===== src/rtl/marquee_scroller.sv =====
// marquee_scroller: scrolling-text engine for multi-digit 16-segment LED displays.
// A message RAM is read one character per scroll tick; the character is decoded by an
// external combinational ROM (ascii -> segments) and shifted into the digit register.
// Optional feature: define MARQUEE_BIDIR_EN to let the dir input select right shifts.
// Without it dir is ignored and the display always scrolls left.
module marquee_scroller #(
    parameter int unsigned NUM_DIGITS = 4,
    parameter int unsigned MSG_DEPTH  = 32,
    parameter int unsigned ADDR_W     = 5,
    parameter int unsigned DIV_W      = 23
) (
    input  logic                       clk,
    input  logic                       rst,
    input  logic                       enable,
    input  logic                       dir,
    input  logic [DIV_W-1:0]           div,
    input  logic [ADDR_W:0]            msg_len,
    input  logic                       wr_en,
    input  logic [ADDR_W-1:0]          wr_addr,
    input  logic [7:0]                 wr_data,
    output logic [7:0]                 ascii,
    input  logic [15:0]                segments,
    output logic [16*NUM_DIGITS-1:0]   digits,
    output logic                       wrap
);

    localparam int unsigned DigW = 16 * NUM_DIGITS;

    localparam logic [DIV_W-1:0]  DivMin   = DIV_W'(4);
    localparam logic [DIV_W-1:0]  DivOne   = DIV_W'(1);
    localparam logic [ADDR_W:0]   LenMax   = (ADDR_W + 1)'(MSG_DEPTH);
    localparam logic [ADDR_W:0]   LenOne   = (ADDR_W + 1)'(1);
    localparam logic [7:0]        AsciiRst = 8'h20;

    typedef enum logic [1:0] {
        StIdle   = 2'd0,
        StFetch  = 2'd1,
        StDecode = 2'd2,
        StShift  = 2'd3
    } state_e;

    state_e state_q, state_d;

    logic [DIV_W-1:0]  cnt_q, cnt_d;
    logic [DIV_W-1:0]  period_q, period_d;
    logic [DIV_W-1:0]  div_eff;
    logic              tick;

    logic [ADDR_W-1:0] ptr_q, ptr_d;
    logic [ADDR_W:0]   len_eff;
    logic [ADDR_W:0]   ptr_inc;
    logic              ptr_wraps;

    logic [7:0]        mem [MSG_DEPTH];
    logic [7:0]        rd_data_q;
    logic              rd_en;

    logic [7:0]        ascii_q, ascii_d;
    logic [DigW-1:0]   digits_q, digits_d;
    logic              wrap_q, wrap_d;

`ifndef MARQUEE_BIDIR_EN
    // dir has no effect in the left-only build.
    logic unused_dir;
    assign unused_dir = dir;
`endif

    // Prescaler: counts 0..div_eff-1 while enabled; the period is latched at count 0 so a
    // div change never truncates or stretches a period already in progress.
    always_comb begin
        div_eff  = (div < DivMin) ? DivMin : div;
        tick     = enable && (cnt_q == period_q - DivOne);
        cnt_d    = cnt_q;
        period_d = period_q;
        if (enable) begin
            if (cnt_q == '0) begin
                period_d = div_eff;
            end
            if (tick) begin
                cnt_d = '0;
            end else begin
                cnt_d = cnt_q + DivOne;
            end
        end
    end

    // Sequencer next state: one fetch/decode/shift pass per tick.
    always_comb begin
        state_d = state_q;
        unique case (state_q)
            StIdle:   if (tick) state_d = StFetch;
            StFetch:  state_d = StDecode;
            StDecode: state_d = StShift;
            StShift:  state_d = StIdle;
            default:  state_d = StIdle;
        endcase
    end

    // Read pointer advance; a length at or below the pointer forces a wrap to 0.
    always_comb begin
        if (msg_len == '0) begin
            len_eff = LenOne;
        end else if (msg_len > LenMax) begin
            len_eff = LenMax;
        end else begin
            len_eff = msg_len;
        end
        ptr_inc   = {1'b0, ptr_q} + LenOne;
        ptr_wraps = (ptr_inc >= len_eff);
        ptr_d     = ptr_q;
        wrap_d    = 1'b0;
        if (state_q == StShift) begin
            wrap_d = ptr_wraps;
            ptr_d  = ptr_wraps ? '0 : ptr_inc[ADDR_W-1:0];
        end
    end

    // Character presented to the ROM: live RAM data in DECODE, otherwise held. The held
    // copy keeps segments stable through SHIFT.
    always_comb begin
        ascii_d = ascii_q;
        if (state_q == StDecode) begin
            ascii_d = rd_data_q;
        end
    end

    // Display register: shift the decoded pattern in during SHIFT.
    always_comb begin
        digits_d = digits_q;
        if (state_q == StShift) begin
`ifdef MARQUEE_BIDIR_EN
            if (dir) begin
                digits_d = (digits_q >> 16) | (DigW'(segments) << (DigW - 16));
            end else begin
                digits_d = (digits_q << 16) | DigW'(segments);
            end
`else
            digits_d = (digits_q << 16) | DigW'(segments);
`endif
        end
    end

    assign rd_en = (state_q == StFetch);

    // Message RAM: synchronous write, synchronous read-before-write, never cleared.
    always_ff @(posedge clk) begin
        if (wr_en) begin
            mem[wr_addr] <= wr_data;
        end
        if (rd_en) begin
            rd_data_q <= mem[ptr_q];
        end
    end

    // Control and display state with asynchronous reset.
    always_ff @(posedge clk or posedge rst) begin
        if (rst) begin
            state_q  <= StIdle;
            cnt_q    <= '0;
            period_q <= DivMin;
            ptr_q    <= '0;
            ascii_q  <= AsciiRst;
            digits_q <= '0;
            wrap_q   <= 1'b0;
        end else begin
            state_q  <= state_d;
            cnt_q    <= cnt_d;
            period_q <= period_d;
            ptr_q    <= ptr_d;
            ascii_q  <= ascii_d;
            digits_q <= digits_d;
            wrap_q   <= wrap_d;
        end
    end

    assign ascii  = ascii_d;
    assign digits = digits_q;
    assign wrap   = wrap_q;

endmodule


===== config.mk =====
export PLATFORM = sky130hd
export DESIGN_NAME = marquee_scroller
export DESIGN_NICKNAME = d
export VERILOG_FILES = /design/src/rtl/marquee_scroller.sv
export SDC_FILE = /design/constraint.sdc
export NUM_CORES = 1
export LEC_CHECK = 0
export ABC_AREA = 1
export BUFFER_PORTS_ARGS = -buffer_cell sky130_fd_sc_hd__clkbuf_2
export CORE_AREA = 2 2 166 168
export CTS_CLUSTER_DIAMETER = 150
export CTS_CLUSTER_SIZE = 24
export DETAILED_ROUTE_END_ITERATION = 8
export DIE_AREA = 0 0 168 170
export PLACE_DENSITY = 0.92
export SLEW_MARGIN = 20
export SYNTH_ARGS = -nofsm -noshare
export SYNTH_HDL_FRONTEND = slang
export SYNTH_SLANG_ARGS = --single-unit

===== constraint.sdc =====
create_clock -name clk -period 10.6 [get_ports clk]
set_input_delay 2.12 -clock clk [delete_from_list [all_inputs] [get_ports clk]]
set_output_delay 2.12 -clock clk [all_outputs]
set_load 0.005 [all_outputs]

# After elaboration in Yosys (flattened, before gate mapping)
# Memory sizes are Yosys's and may differ from the RTL's. A register that Yosys moved wholly into a read port is not among the register bits.
# Cells that the tools add are included.
# Widths: inputs -> output; s select.
# totals
ff_bits	126
ramBits	256
output_inout_bits	73
mem_count	1
# memory_table
name	words	width	read_ports	rd_ports_with_merged_regs	wr	line_no	source
mem	32	8	1	1	1	54	logic [7:0] mem [MSG_DEPTH];
# classes
addsub	3
order_cmp	3
eq_ne	5
muxes	11
bitwise_logic	1
reduce_logical	5
# ops
cell	n
$or 64x16->64	1
$mux 23	2
$add 23x1->23 const B	1
$eq 23x23->1	1
$logic_not 23->1	1
$lt 23x3->1 const B	1
$sub 23x1->23 const B	1
$mux 6	2
$mux 8	1
$pmux 2 s4	1
$add 5x1->6 const B	1
$ge 6x6->1	1
$gt 6x6->1 const B	1
$logic_not 6->1	1
$mux 5	1
$eq 2x2->1 const B	2
$mux 1	3
$eq 2x1->1 const B	1
$logic_not 2->1	1
$mux 2	1
$ne 2x2->1 const B	1
$reduce_and 2->1	1
$logic_and 1x1->1	1

# Logic depth before layout (Yosys ltp)
# Gate-level depths: netlist of run 1.
# depth
word_depth	5
ltp_mapped	17
ltp_nobuf	17

# Worst setup path before layout of run 1
# No wires, ideal clock.
# synth_path
kind	in2reg
startpoint	input enable
endpoint	register cnt_q[11]
setup_ns	0.124
t_arrival_ns	3.371
slack_ns	7.106
path_stages	10
n_path_buf	1
cell_sequence	buf_2 > inv_1 > nor2_1 > nand3_1 > nor3_1 > inv_1 > nor2_1 > nand2_1 > xor2_1 > nor2_4
# synth_via
elab_chain_len	2
# synth_lines
item	line_no	source
from (decl)	14	input logic enable,
$logic_and 1x1->1	72	tick = enable && (cnt_q == period_q - DivOne);
$mux 23	79	if (tick) begin
to (signal assigned)	167	cnt_q <= cnt_d;
to (decl)	44	logic [DIV_W-1:0] cnt_q, cnt_d;
# Parallel ways exist; a longest one is shown, timed or not.
# A chain may end at the register's enable or synchronous reset.

# Worst setup path in the final report of run 1
# layout_path
startpoint	register state_q[0]
endpoint	output ascii[4]
# layout_via
elab_chain_len	2
# layout_lines
item	line_no	source
from (decl)	42	state_e state_q, state_d;
from (signal assigned)	158	state_q <= StIdle;
from (signal assigned)	166	state_q <= state_d;
$eq 2x2->1	122	if (state_q == StDecode) begin
$mux 8	122	
to (decl)	21	output logic [7:0] ascii,
# Every way passes these cells.

==> reports/results.env, run 1 <==
CAP_VIOL_MAX_COUNT=0
DIEWIDTH_UM=168
RSZ0062_AT_GRT='no'
DIE-HEIGHT_UM=170
DRT-INITIAL-DRC-COUNT=1831
OUTCOME='completed'
TIMING.SETUP.TNS_PS=0
ROUTED_VIA_DENSITY=6.086
RD_PLACE_CONGESTION=0.9058
FLOORPLAN.INITIALDENSITY_PCT=64.49
YOSYS.CELL_TYPES.COUNT=43
VIA_COUNT_OF_THE_FIRST_GLOBAL_ROUTING_PASS=12060
SLEW_HEADROOM_PCT=31.50
DETAIL_ROUTE.WIRELENGTH_MM=39.16
SYN_AVG_CELL_AREA_UM2=10.49
LAYOUT.CELLS.NON_FILLER=2073
HP-CLASS='reg -> reg'
CRITPATHMAXFANOUT=10
POSTSYNTH.ASYNCRESETSHARE_PCT=32.31
SEQPWRFRAC_PCT=62.6
TIMING.FINAL.MAX_SLEW_VIOLATIONS=0
WIRE_LENGTH_OF_THE_FIRST_GLOBAL_ROUTING_PASS_MM=61.31
FINALHOLDVIOLCOUNT=0
FIN_AREA_UM2=18620
CLOCK_TREE_ROOT_BUFFER_CELL='sky130_fd_sc_hd__clkbuf_16'
POWER.INTERNAL_mW=2.085
CRIT_PATH_START_KIND='flip-flop'
LARGEST_NET_DEGREE_AT_THE_START_OF_GLOBAL_ROUTING=109
POWERDENSITY_nW_PER_UM2=144.7
GRT_UTIL_ALL_LAYERS_PCT=27.19
UPPER_CLOCK_FREQUENCY_LIMIT_MHz=243.5
MOSTFREQUENTLAYOUTCELL='sky130_fd_sc_hd__nor2_1'
FINALWORSTPATHREQUIREDPERIOD_PS=4106
SWITCHING_FRACTION_PCT=22.60
GRT-OVFL-TOTAL=0
VDD.IR_DROP.WORST_mV=0.1394
FINALWORSTSETUPSLACK_PS=6494
PWR-SHARE-COMB_PCT=6.7
DR.PASS1.ITERS=6
CTS_INSERTED_BUFFERS=20
SETUP_VIOLS_FINAL=0
FLOORPLAN.IO_PINS=136
WHS_PS=493.2
CTS_NUM_SINKS=390
SYNTH-MAIN-FF-CELL='sky130_fd_sc_hd__edfxtp_1'
YS_FF_LATCH=390
LAYOUT.CELLS.MOST_COMMON_LIST='274 x sky130_fd_sc_hd__nor2_1, 264 x sky130_fd_sc_hd__edfxtp_1, 262 x sky130_fd_sc_hd__nand2_1'
WORST_SLEW_PIN_SLEW_PS=1027
ROW_COUNT=60
FINAL_UTIL_PCT=69.88
FP.DIEAREA_UM2=28560
WORST_HOLD_STARTPOINT='ascii_q[0]'
WORST_SKEW_PAIR.LATE_LATENCY_PS=540
POST-CTS-SETUP-BUFFERS=0
INSERTEDDIODECOUNT=0
ROUTE.DETAILED.DRC=0
WORSTPATHARRIVAL_PS=1990
POSTCTSHOLDBUFS=0
TOTALPOWERFINAL_mW=2.694
TRITONCTS='built'
FLOW.AREA_GROWTH_FROM_SYNTHESIS_PCT=8.357
H-TREE-DEPTH=1
CRIT_REQUIRED_PS=8480
DRIVE_GT1_SHARE_PCT=13.22
DPL-INSTANCE-AREA_UM2=18060
RR_STARTPOINT='ptr_q[0]'
YOSYSSEQAREASHARE_PCT=64.48
NNETSFINAL=1804
P_SWITCHING_mW=0.6088
AVGROUTEDWIREPERCELL_UM=18.89
SYNTHCELLS=1638
TIMING_WORST_SETUP_PATH_TYPE='reg -> out'
SYNTH.NET_COUNT=1716
CLK_PIN_SLEW_WORST_PATHS_PS=90
POST_CTS_RESIZE_COUNT=0
WORSTSETUPSTARTPOINT='state_q[0]'
SYNTH_WARNINGS=0
TIMING.FINAL.CRIT_SHARE_PCT=38.74
DPL_WORST_SLACK_PS=6578
SYNTHESIS.AREA_UM2=17190
CELLLEAKAGEPOWER_nW=7.501
IO_BUFFERS=134
CLOCK-SKEW-FINAL_PS=22.43
SYNTH-EDFF-COUNT=264
KIND_OF_CAPTURE_POINT_OF_THE_WORST_SETUP_PATH='output pin'
GRT_ANTENNA_BEFORE_REPAIR=0
DP_HPWL_MM=25.47
FINAL_ANTENNA_NET_COUNT=0
ROUTE.VIAS.TOTAL=12620
CORE_REGION_AREA_UM2=26650
FILLER_CELL_COUNT=1789
CLKPWRFRAC_PCT=30.7
CLK_PATH_BUF_DEPTH=3
PLACED_CELLS=2045
[sequential cells by signal, summed over array words and instances, names as in the netlist]
name	count
wrap	1
digits	64
rd_data_q	8
ptr_q	5
cnt_q	23
state_q	2
ascii_q	8
period_q	23
mem	256
[worst max-delay path: stages, from the launching register on]
cell                       delay [ps]
sky130_fd_sc_hd__dfrtp_1          450
sky130_fd_sc_hd__inv_1            140
sky130_fd_sc_hd__ha_1             340
sky130_fd_sc_hd__inv_1            200
sky130_fd_sc_hd__nand2_1          100
sky130_fd_sc_hd__nand2_1           90
sky130_fd_sc_hd__clkbuf_2         140
[layer usage]
layer  GRT usage (%)  vias up  share of wire, %
met2           46.10      738                49
met3           4.395       90                10
met5               0        -                 0
met1           36.07     6005                38
met4           9.603        0               2.5
li1                -     5784                 -
[power by group through the flow]
stage	combinational, mW	sequential [mW]	clock, mW
after floorplan	0.123	1.70	0
after global placement	0.170	1.72	0
final	0.180	1.69	0.828
after CTS	0.179	1.68	0.834
after detailed placement	0.177	1.72	0
after global routing	0.201	1.69	0.878
[cell type report]
cell class / count / area, um^2 / share of cell area (%)
Timing Repair Buffer: 142 / 730.7 / 3.923
Sequential cell: 390 / 11090 / 59.53
Clock inverter: 1 / 20.02 / 0.1075
Tap cell: 341 / 426.7 / 2.291
Multi-Input combinational cell: 1065 / 5400 / 29.00
Clock buffer: 27 / 548.0 / 2.943
Inverter: 107 / 411.6 / 2.210
[kinds of logic (layout without fill, tap and decap cells)]
logic type | after synthesis | in the layout | share of synthesized area [%]
and+or+nand+nor | 662 | 662 | 16.66
DFF | 390 | 390 | 64.48
AOI/OAI and AO/OA | 329 | 329 | 10.34
buffers and inverters | 183 | 277 | 4.171
xor gates and xnor gates | 45 | 45 | 2.337
adders and majority gates | 15 | 15 | 1.092
muxes | 14 | 14 | 0.9172
[final timing paths]
check                                to  cells after the start  slack (ps)
setup / recovery               ascii[4]                      6        6490
hold / removal               ascii_q[0]                      2         490
setup reg to reg           rd_data_q[4]                      6        7310
hold reg to reg              ascii_q[0]                      2         490
max in group asynchronous      ptr_q[0]                      3        7480
min in group asynchronous  period_q[22]                      2        1640
[synthesized netlist by cell type, types with 19 or more instances]
cell type	number	area, um^2
sky130_fd_sc_hd__nor2_1	274	1028
sky130_fd_sc_hd__edfxtp_1	264	7928
sky130_fd_sc_hd__nand2_1	262	983.4
sky130_fd_sc_hd__o21ai_0	200	1001
sky130_fd_sc_hd__dfrtp_1	124	3103
sky130_fd_sc_hd__inv_1	103	386.6
sky130_fd_sc_hd__o22ai_1	76	475.5
sky130_fd_sc_hd__clkbuf_1	68	255.2
sky130_fd_sc_hd__nand3_1	51	255.2
sky130_fd_sc_hd__a21oi_1	42	210.2
sky130_fd_sc_hd__xor2_1	35	306.5
sky130_fd_sc_hd__nor2_4	19	214.0
No activity file was read; power rests on OpenSTA's default activity.
==> run 2: changes to the inputs <==
--- a/config.mk
+++ b/config.mk
@@ -5,14 +5,14 @@
 export SDC_FILE = /design/constraint.sdc
 export NUM_CORES = 1
 export LEC_CHECK = 0
-export ABC_AREA = 1
+export ABC_AREA = 0
 export BUFFER_PORTS_ARGS = -buffer_cell sky130_fd_sc_hd__clkbuf_2
-export CORE_AREA = 2 2 166 168
+export CORE_AREA = 2 2 179 181
 export CTS_CLUSTER_DIAMETER = 150
 export CTS_CLUSTER_SIZE = 24
 export DETAILED_ROUTE_END_ITERATION = 8
-export DIE_AREA = 0 0 168 170
-export PLACE_DENSITY = 0.92
+export DIE_AREA = 0 0 181 183
+export PLACE_DENSITY = 0.82
 export SLEW_MARGIN = 20
 export SYNTH_ARGS = -nofsm -noshare
 export SYNTH_HDL_FRONTEND = slang
==> constraint.sdc (replaced) <==
create_clock -name clk -period 3.5 [get_ports clk]
set_input_delay 0.7 -clock clk [delete_from_list [all_inputs] [get_ports clk]]
set_output_delay 0.7 -clock clk [all_outputs]
set_load 0.005 [all_outputs]
==> run 2 against run 1 <==
Net effect:
- cell count down 27%
- die area up 16%
- worst hold slack got worse by 200 ps
- highest routed layer unchanged
- combinational power rose to 3.5 times the previous value
- critical path depth increased by 4
- clock skew rose by 11 ps
==> reports/results.env, run 2 <==
CELLLEAKAGEPOWER_nW=6.782  # -9.6%
UPPER_CLOCK_FREQUENCY_LIMIT_MHz=320.2
CRIT_SLOWEST_CELL='sky130_fd_sc_hd__or4_1'
DPL_WORST_SLACK_PS=247.6  # -6331 ps
DR.PASS1.ITERS=5  # -1
SYN_AVG_CELL_AREA_UM2=16.78  # +60%
POST-CTS-SETUP-BUFFERS=0  # unchanged
TIMING.FINAL.MAX_SLEW_VIOLATIONS=0  # unchanged
NNETSFINAL=1182  # -34%
KIND_OF_CAPTURE_POINT_OF_THE_WORST_SETUP_PATH='flip-flop'
REGISTER_AREA_UM2=11090  # about the same
YOSYS.AREA.TOP_TYPE_SHARE_PCT=47.87  # +1.7 points
GRT_UTIL_ALL_LAYERS_PCT=20.02  # -7.2 points
TIMING.SETUP.TNS_PS=0  # unchanged
VDD.IR_DROP.WORST_mV=0.2678  # +92%
YS_FF_LATCH=390  # unchanged
SYNTH-EDFF-COUNT=264  # unchanged
WHS_PS=293.0  # -200.2 ps
GRT-OVFL-TOTAL=0  # unchanged
POSTSYNTH.ASYNCRESETSHARE_PCT=32.31  # unchanged
FLOORPLAN.INITIALDENSITY_PCT=53.03  # -11 points
ROUTE.DETAILED.DRC=0  # unchanged
DETAIL_ROUTE.WIRELENGTH_MM=32.82  # -16%
RRSETUPSLACK_PS=380  # -6930 ps
YOSYSSEQAREASHARE_PCT=66.92  # +2.4 points
CRIT_PATH_START_KIND='flip-flop'
CLK_PIN_SLEW_WORST_PATHS_PS=100  # about the same
ROUTE.VIAS.TOTAL=9130  # -28%
ROUTED_VIA_DENSITY=6.011  # -1.2%
REG_WITH_MOST_FFS='mem'
CRIT_REQUIRED_PS=3910  # -4570 ps
SETUP_VIOLS_FINAL=0  # unchanged
CLK_PATH_BUF_DEPTH=3  # unchanged
SYNTH.CELLS.MOST_FREQUENT='264 x sky130_fd_sc_hd__edfxtp_1, 124 x sky130_fd_sc_hd__dfrtp_1, 97 x sky130_fd_sc_hd__mux2_2'
HP-CLASS='in -> async'
SYNTH.NET_COUNT=1065  # -38%
WORST_SLEW_PIN_SLEW_PS=881.2  # -146.3 ps
OUTCOME='completed'
AVGROUTEDWIREPERCELL_UM=21.61  # +14%
CRITPATHMAXFANOUT=12  # +2
TOTALPOWERFINAL_mW=8.227  # +210%
DRT-INITIAL-DRC-COUNT=908  # -50%
FLOORPLAN.IO_PINS=136  # unchanged
WORSTPATHARRIVAL_PS=3540  # +1550 ps
CTS_INSERTED_BUFFERS=20  # unchanged
CLOCK_TREE_ROOT_BUFFER_CELL='sky130_fd_sc_hd__clkbuf_16'
POST_SYNTH_TOP_AREA_CELL='sky130_fd_sc_hd__edfxtp_1'
CAP_VIOL_MAX_COUNT=0  # unchanged
FP.DIEAREA_UM2=33120  # +16%
TIMING.FINAL.CRIT_SHARE_PCT=89.24
CRIT_PATH_MAX_INCR_DELAY_PS=540  # +90 ps
INSERTEDDIODECOUNT=0  # unchanged
GRT_ANTENNA_BEFORE_REPAIR=0  # unchanged
VIA_COUNT_OF_THE_FIRST_GLOBAL_ROUTING_PASS=9076  # -25%
SLEW_HEADROOM_PCT=41.04  # +9.5 points
YOSYS.CELL_TYPES.COUNT=67  # +56%
MULTI_INPUT_AREA_UM2=5221  # -3.3%
SYNTHCELLS=987  # -40%
DIE-HEIGHT_UM=183  # +7.6%
TRITONCTS='built'
SYNTH_WARNINGS=0  # unchanged
WORST_SKEW_PAIR.LATE_LATENCY_PS=550  # about the same
RD_PLACE_CONGESTION=0.8682  # -4.2%
LAYOUT.CELLS.MOST_COMMON_LIST='264 x sky130_fd_sc_hd__edfxtp_1, 134 x sky130_fd_sc_hd__clkbuf_2, 122 x sky130_fd_sc_hd__dfrtp_1'
FILLER_CELL_COUNT=2312  # +29%
MOSTFREQUENTLAYOUTCELL='sky130_fd_sc_hd__edfxtp_1'
CORE_REGION_AREA_UM2=31230  # +17%
CRIT_PATH_CELL_TRACE='inv_1 -> ha_1 -> nor4b_4 -> nand3_1 -> or4_1 -> a21oi_2 -> a311oi_2 -> nor4_4 -> buf_4 -> nor2_1'
LARGEST_REGISTER_FF_COUNT=256  # unchanged
POST_SYNTH_MAIN_AREA_CONTRIBUTORS='sky130_fd_sc_hd__edfxtp_1 48%, sky130_fd_sc_hd__dfrtp_1 19%, sky130_fd_sc_hd__mux4_2 11%, sky130_fd_sc_hd__mux2_2 6.6%, sky130_fd_sc_hd__nor2_1 1.8%'
DIEWIDTH_UM=181  # +7.7%
FINALHOLDVIOLCOUNT=0  # unchanged
CLOCK-SKEW-FINAL_PS=33.55  # +11.12 ps
IO_BUFFERS=134  # unchanged
CP_NUM_BUF_INV=2  # -1
CTS_NUM_SINKS=390  # unchanged
DRIVE_GT1_SHARE_PCT=33.48  # +20 points
FINAL_ANTENNA_NET_COUNT=0  # unchanged
FINALWORSTSETUPSLACK_PS=376.8  # -6117 ps
FLOW.AREA_GROWTH_FROM_SYNTHESIS_PCT=10.40
CRIT_FAMILY='simple AND/OR/NAND/NOR gates'
DP_HPWL_MM=21.95  # -14%
LARGEST_NET_DEGREE_AT_THE_START_OF_GLOBAL_ROUTING=68  # -38%
RSZ0062_AT_GRT='no'
SYNTH.MOST_COMMON_CELL='sky130_fd_sc_hd__edfxtp_1'
SYNTH-MAIN-FF-CELL='sky130_fd_sc_hd__edfxtp_1'
SYNTHESIS.AREA_UM2=16560  # -3.6%
WIRE_LENGTH_OF_THE_FIRST_GLOBAL_ROUTING_PASS_MM=51.70  # -16%
FINALWORSTPATHREQUIREDPERIOD_PS=3123
ROW_COUNT=65  # +8.3%
TIMING_WORST_SETUP_PATH_TYPE='reg -> reg'
POWERDENSITY_nW_PER_UM2=450.0  # +210%
H-TREE-DEPTH=1  # unchanged
[run 2: changes by cell type after synthesis, moves of 12 or more]
| cell | before | now |
|---|---|---|
| sky130_fd_sc_hd__nand2_1 | 262 | 30 |
| sky130_fd_sc_hd__nor2_1 | 274 | 78 |
| sky130_fd_sc_hd__o21ai_0 | 200 | 7 |
| sky130_fd_sc_hd__inv_1 | 103 | 17 |
| sky130_fd_sc_hd__mux2_2 | 14 | 97 |
| sky130_fd_sc_hd__mux4_2 | 0 | 80 |
| sky130_fd_sc_hd__o22ai_1 | 76 | 1 |
| sky130_fd_sc_hd__a21oi_1 | 42 | 6 |
| sky130_fd_sc_hd__nand3_1 | 51 | 18 |
| sky130_fd_sc_hd__clkbuf_1 | 68 | 41 |
| sky130_fd_sc_hd__nor2_4 | 19 | 0 |
| sky130_fd_sc_hd__xnor2_1 | 9 | 25 |
| sky130_fd_sc_hd__nor4_1 | 6 | 20 |
| sky130_fd_sc_hd__xor2_1 | 35 | 23 |
[run 2: final timing paths]
kind / startpoint / endpoint / cells after the start
setup / recovery: period_q[0] / cnt_q[6] / 10
hold / removal: rst / digits[51] / 2
setup reg to reg: period_q[0] / cnt_q[6] / 10
hold reg to reg: rd_data_q[4] / ascii_q[4] / 1
max in group asynchronous: rst / period_q[2] / 3
min in group clk: div[2] / period_q[2] / 3
[run 2: final cells by class]
type	count	area share, %
clock inverters	2	0.1985
repair buffers	147	4.475
multi-input cells	528	28.56
clock buffers	33	3.004
well taps	402	2.751
flip-flops and latches	390	60.64
inverters	17	0.3695
[run 2: stage by stage]
stage	instance area, um^2	util (%)	std cells
3_3_place_gp	17690	56.64	1484
3_5_place_dp	17690	56.64	1484
6_report	18280	58.55	1519
5_1_grt	18280	58.55	1519
4_1_cts	18280	58.52	1519
2_1_floorplan	16570	-	987
[run 2: worst reg2reg max path: stages (launching register included)]
cell	delay, ps
sky130_fd_sc_hd__dfrtp_1	460
sky130_fd_sc_hd__inv_1	110
sky130_fd_sc_hd__ha_1	260
sky130_fd_sc_hd__nor4b_4	410
sky130_fd_sc_hd__nand3_1	180
sky130_fd_sc_hd__or4_1	540
sky130_fd_sc_hd__a21oi_2	170
sky130_fd_sc_hd__a311oi_2	90
sky130_fd_sc_hd__nor4_4	480
sky130_fd_sc_hd__buf_4	270
sky130_fd_sc_hd__nor2_1	70
[run 2: logic make-up (layout without fill, tap and decap cells)]
family | count (synthesis) | in the layout | synth area share, %
AO/OA/AOI/OAI | 61 | 61 | 2.894
buffers and inverters | 69 | 199 | 1.654
flip-flops | 390 | 390 | 66.92
adder cells (fa/ha/maj) | 15 | 15 | 1.133
AND/OR/NAND/NOR | 224 | 224 | 7.071
multiplexers | 179 | 179 | 17.62
XOR/XNOR | 49 | 49 | 2.705
[run 2: what timing repair did]
item / 4_1_cts / 5_1_grt
hold buffers: 0 / 0
resized for setup: 0 / 1
setup endpoints to repair: 0 / 12
[run 2: where the power goes]
part	internal, mW	switching [mW]
combinational	0.283	0.341
sequential	5.01	0.0821
clock	1.11	1.40
total	6.40	1.82
[run 2: per-layer routing]
layer  GRT usage, %  up-vias  share of wire (%)
li1               -     4049                  -
met1          29.09     4679                 44
met2          33.00      368                 48
met3          2.979       34                7.1
met4          3.707        0                1.3
met5              0        -                  0
==> run 3: changes to the inputs <==
--- a/config.mk
+++ b/config.mk
@@ -5,13 +5,13 @@
 export SDC_FILE = /design/constraint.sdc
 export NUM_CORES = 1
 export LEC_CHECK = 0
-export ABC_AREA = 0
+export ABC_AREA = 1
 export BUFFER_PORTS_ARGS = -buffer_cell sky130_fd_sc_hd__clkbuf_2
-export CORE_AREA = 2 2 179 181
+export CORE_AREA = 2 2 182 184
 export CTS_CLUSTER_DIAMETER = 150
 export CTS_CLUSTER_SIZE = 24
 export DETAILED_ROUTE_END_ITERATION = 8
-export DIE_AREA = 0 0 181 183
+export DIE_AREA = 0 0 184 186
 export PLACE_DENSITY = 0.82
 export SLEW_MARGIN = 20
 export SYNTH_ARGS = -nofsm -noshare
==> run 3 against run 2 <==
Net effect:
- sequential power barely moved
- clock power barely moved
- cell count rose by 42%
- clock-buffer cell count did not move
- largest power group unchanged
- sequential share of layout area fell by 1.8 points
- largest cell class unchanged
- non-clock buffer count did not move
==> reports/results.env, run 3 (same netlist as run 1, synthesis figures left out) <==
NNETSFINAL=1809  # +53%
CRIT_PATH_START_KIND='flip-flop'
LAYOUT.CELLS.MOST_COMMON_LIST='274 x sky130_fd_sc_hd__nor2_1, 264 x sky130_fd_sc_hd__edfxtp_1, 262 x sky130_fd_sc_hd__nand2_1'
REG_WITH_MOST_FFS='mem'
CTS_NUM_SINKS=390  # unchanged
TRITONCTS='built'
FINAL_ANTENNA_NET_COUNT=0  # unchanged
RSZ0062_AT_GRT='no'
SETUP_VIOLS_FINAL=0  # unchanged
CRIT_SLOWEST_CELL='sky130_fd_sc_hd__dfrtp_1'
IO_BUFFERS=134  # unchanged
ROUTED_VIA_DENSITY=5.692  # -5.3%
POST-CTS-SETUP-BUFFERS=0  # unchanged
SLEW_HEADROOM_PCT=44.55  # +3.5 points
LARGEST_NET_DEGREE_AT_THE_START_OF_GLOBAL_ROUTING=130  # +91%
GRT_UTIL_ALL_LAYERS_PCT=22.39  # +2.4 points
OUTCOME='completed'
DRT-INITIAL-DRC-COUNT=1231  # +36%
H-TREE-DEPTH=1  # unchanged
WIRE_LENGTH_OF_THE_FIRST_GLOBAL_ROUTING_PASS_MM=60.27  # +17%
ROW_COUNT=66  # +1.5%
WORSTPATHARRIVAL_PS=1970  # -1570 ps
DETAIL_ROUTE.WIRELENGTH_MM=38.54  # +17%
WHS_PS=166.5  # -126.5 ps
UPPER_CLOCK_FREQUENCY_LIMIT_MHz=374.2  # +17%
CRIT_REQUIRED_PS=2800  # -1110 ps
SEQPWRFRAC_PCT=62.3  # +0.4 points
FILLER_CELL_COUNT=2602  # +13%
FINALWORSTSETUPSLACK_PS=827.7  # +450.9 ps
CORE_REGION_AREA_UM2=32210  # +3.1%
POWER.INTERNAL_mW=6.310  # -1.5%
PWR-SHARE-COMB_PCT=6.7  # -0.9 points
RD_PLACE_CONGESTION=0.8787  # +1.2%
DIE-HEIGHT_UM=186  # +1.6%
FLOORPLAN.IO_PINS=136  # unchanged
CRITICAL_PATH.REG2REG.ENDPOINT='ptr_q[0]'
KIND_OF_CAPTURE_POINT_OF_THE_WORST_SETUP_PATH='output pin'
CRIT_PATH_CELL_TRACE='inv_1 -> ha_1 -> inv_1 -> nand2_1 -> nand2_1 -> clkbuf_2'
VIA_COUNT_OF_THE_FIRST_GLOBAL_ROUTING_PASS=11550  # +27%
LARGEST_REGISTER_FF_COUNT=256  # unchanged
DRIVE_GT1_SHARE_PCT=13.42  # -20 points
CLK_PIN_SLEW_WORST_PATHS_PS=90  # about the same
GRT-OVFL-TOTAL=0  # unchanged
CELLLEAKAGEPOWER_nW=7.544  # +11%
DR.PASS1.ITERS=5  # unchanged
CTS_INSERTED_BUFFERS=20  # unchanged
POST_CTS_RESIZE_COUNT=0  # unchanged
TIMING.FINAL.CRIT_SHARE_PCT=76.35  # -13 points
P_SWITCHING_mW=1.883  # +3.2%
CRIT_FAMILY='buffers and inverters'
RRSETUPSLACK_PS=1050  # +670 ps
DIEWIDTH_UM=184  # +1.7%
FINALWORSTPATHREQUIREDPERIOD_PS=2672  # -450.9 ps
CAP_VIOL_MAX_COUNT=0  # unchanged
SWITCHING_FRACTION_PCT=22.98  # +0.80 points
CRIT_PATH_MAX_INCR_DELAY_PS=450  # -90 ps
DPL-INSTANCE-AREA_UM2=18240  # +3.1%
TIMING.FINAL.MAX_SLEW_VIOLATIONS=0  # unchanged
FLOW.AREA_GROWTH_FROM_SYNTHESIS_PCT=9.536
CLOCK-SKEW-FINAL_PS=33.67  # +0.1209 ps
TOTALPOWERFINAL_mW=8.192  # -0.42%
ROUTE.VIAS.TOTAL=12250  # +34%
FP.DIEAREA_UM2=34220  # +3.3%
AVGROUTEDWIREPERCELL_UM=17.91  # -17%
INSERTEDDIODECOUNT=0  # unchanged
CP_NUM_BUF_INV=3  # +1
WORST_SKEW_PAIR.LATE_LATENCY_PS=550  # about the same
DP_HPWL_MM=25.02  # +14%
CLOCK_TREE_ROOT_BUFFER_CELL='sky130_fd_sc_hd__clkbuf_16'
ROUTE.DETAILED.DRC=0  # unchanged
HP-CLASS='in -> async'
FIN_AREA_UM2=18830  # +3.0%
POSTCTSHOLDBUFS=0  # unchanged
CLKPWRFRAC_PCT=31.0  # +0.5 points
FLOORPLAN.INITIALDENSITY_PCT=53.37  # +0.34 points
MOSTFREQUENTLAYOUTCELL='sky130_fd_sc_hd__nor2_1'
TIMING.SETUP.TNS_PS=0  # unchanged
DPL_WORST_SLACK_PS=1065  # +817.8 ps
VDD.IR_DROP.WORST_mV=0.3361  # +26%
FINALHOLDVIOLCOUNT=0  # unchanged
CLK_PATH_BUF_DEPTH=3  # unchanged
POWERDENSITY_nW_PER_UM2=435.1  # -3.3%
CRITPATHMAXFANOUT=10  # -2
WORST-R2R-CELL-COUNT=11  # +1
TIMING_WORST_SETUP_PATH_TYPE='reg -> out'
WORST_SLEW_PIN_SLEW_PS=828.7  # -52.52 ps
RR_STARTPOINT='ptr_q[1]'
GRT_ANTENNA_BEFORE_REPAIR=0  # unchanged
run 3: cell types whose count changed in the layout (fill, tap and decap cells not counted), sizes merged, moves of 34 or more:
| cell | delta |
|---|---|
| nand3 | +34 |
| o22ai | +75 |
| inv | +87 |
| mux2 | -84 |
| o21ai | +192 |
| nor2 | +222 |
| a21oi | +35 |
| mux4 | -80 |
| nand2 | +240 |
run 3: worst max path at each step:
| stage | start | to | slack, ps | depth (start not counted) |
|---|---|---|---|---|
| final | state_q[0] | ascii[1] | 830 | 6 |
| after global routing | state_q[0] | ascii[1] | 630 | 6 |
| after CTS | state_q[0] | ascii[1] | 790 | 6 |
| after detailed placement | wr_addr[0] | mem[2][2] | 1070 | 4 |
| after global placement | wr_addr[0] | mem[0][2] | 1100 | 4 |
| after floorplan | ptr_q[0] | ptr_q[4] | 1210 | 13 |
run 3: layout make-up:
type	count	area (um^2)	area share, %
clock buffers	33	549.3	2.918
multi-input cells	1065	5400	28.68
inverters	107	412.9	2.193
clock inverters	2	36.28	0.1927
well taps	408	510.5	2.712
flip-flops and latches	390	11090	58.89
repair buffers	147	830.8	4.413
run 3: metrics by stage:
stage | util [%] | instances
after CTS | 58.46 | 2152
after detailed placement | 56.64 | 2117
after global placement | 56.64 | 2117
final | 58.46 | 2152
after global routing | 58.46 | 2152
after floorplan | - | 1638
run 3: per-layer routing:
metal | vias to the layer above | wire [um] | track usage, %
met4 | 0 | 669 | 6.240
met3 | 56 | 3610 | 3.952
li1 | 5789 | - | -
met5 | - | 0 | 0
met1 | 5855 | 16230 | 30.90
met2 | 549 | 18030 | 36.74
run 3: power groups by stage:
stage / logic [mW] / registers (mW) / clock network (mW)
after floorplan: 0.374 / 5.16 / 0
after global placement: 0.522 / 5.20 / 0
after detailed placement: 0.543 / 5.20 / 0
after CTS: 0.546 / 5.10 / 2.59
after global routing: 0.614 / 5.11 / 2.74
final: 0.549 / 5.10 / 2.54
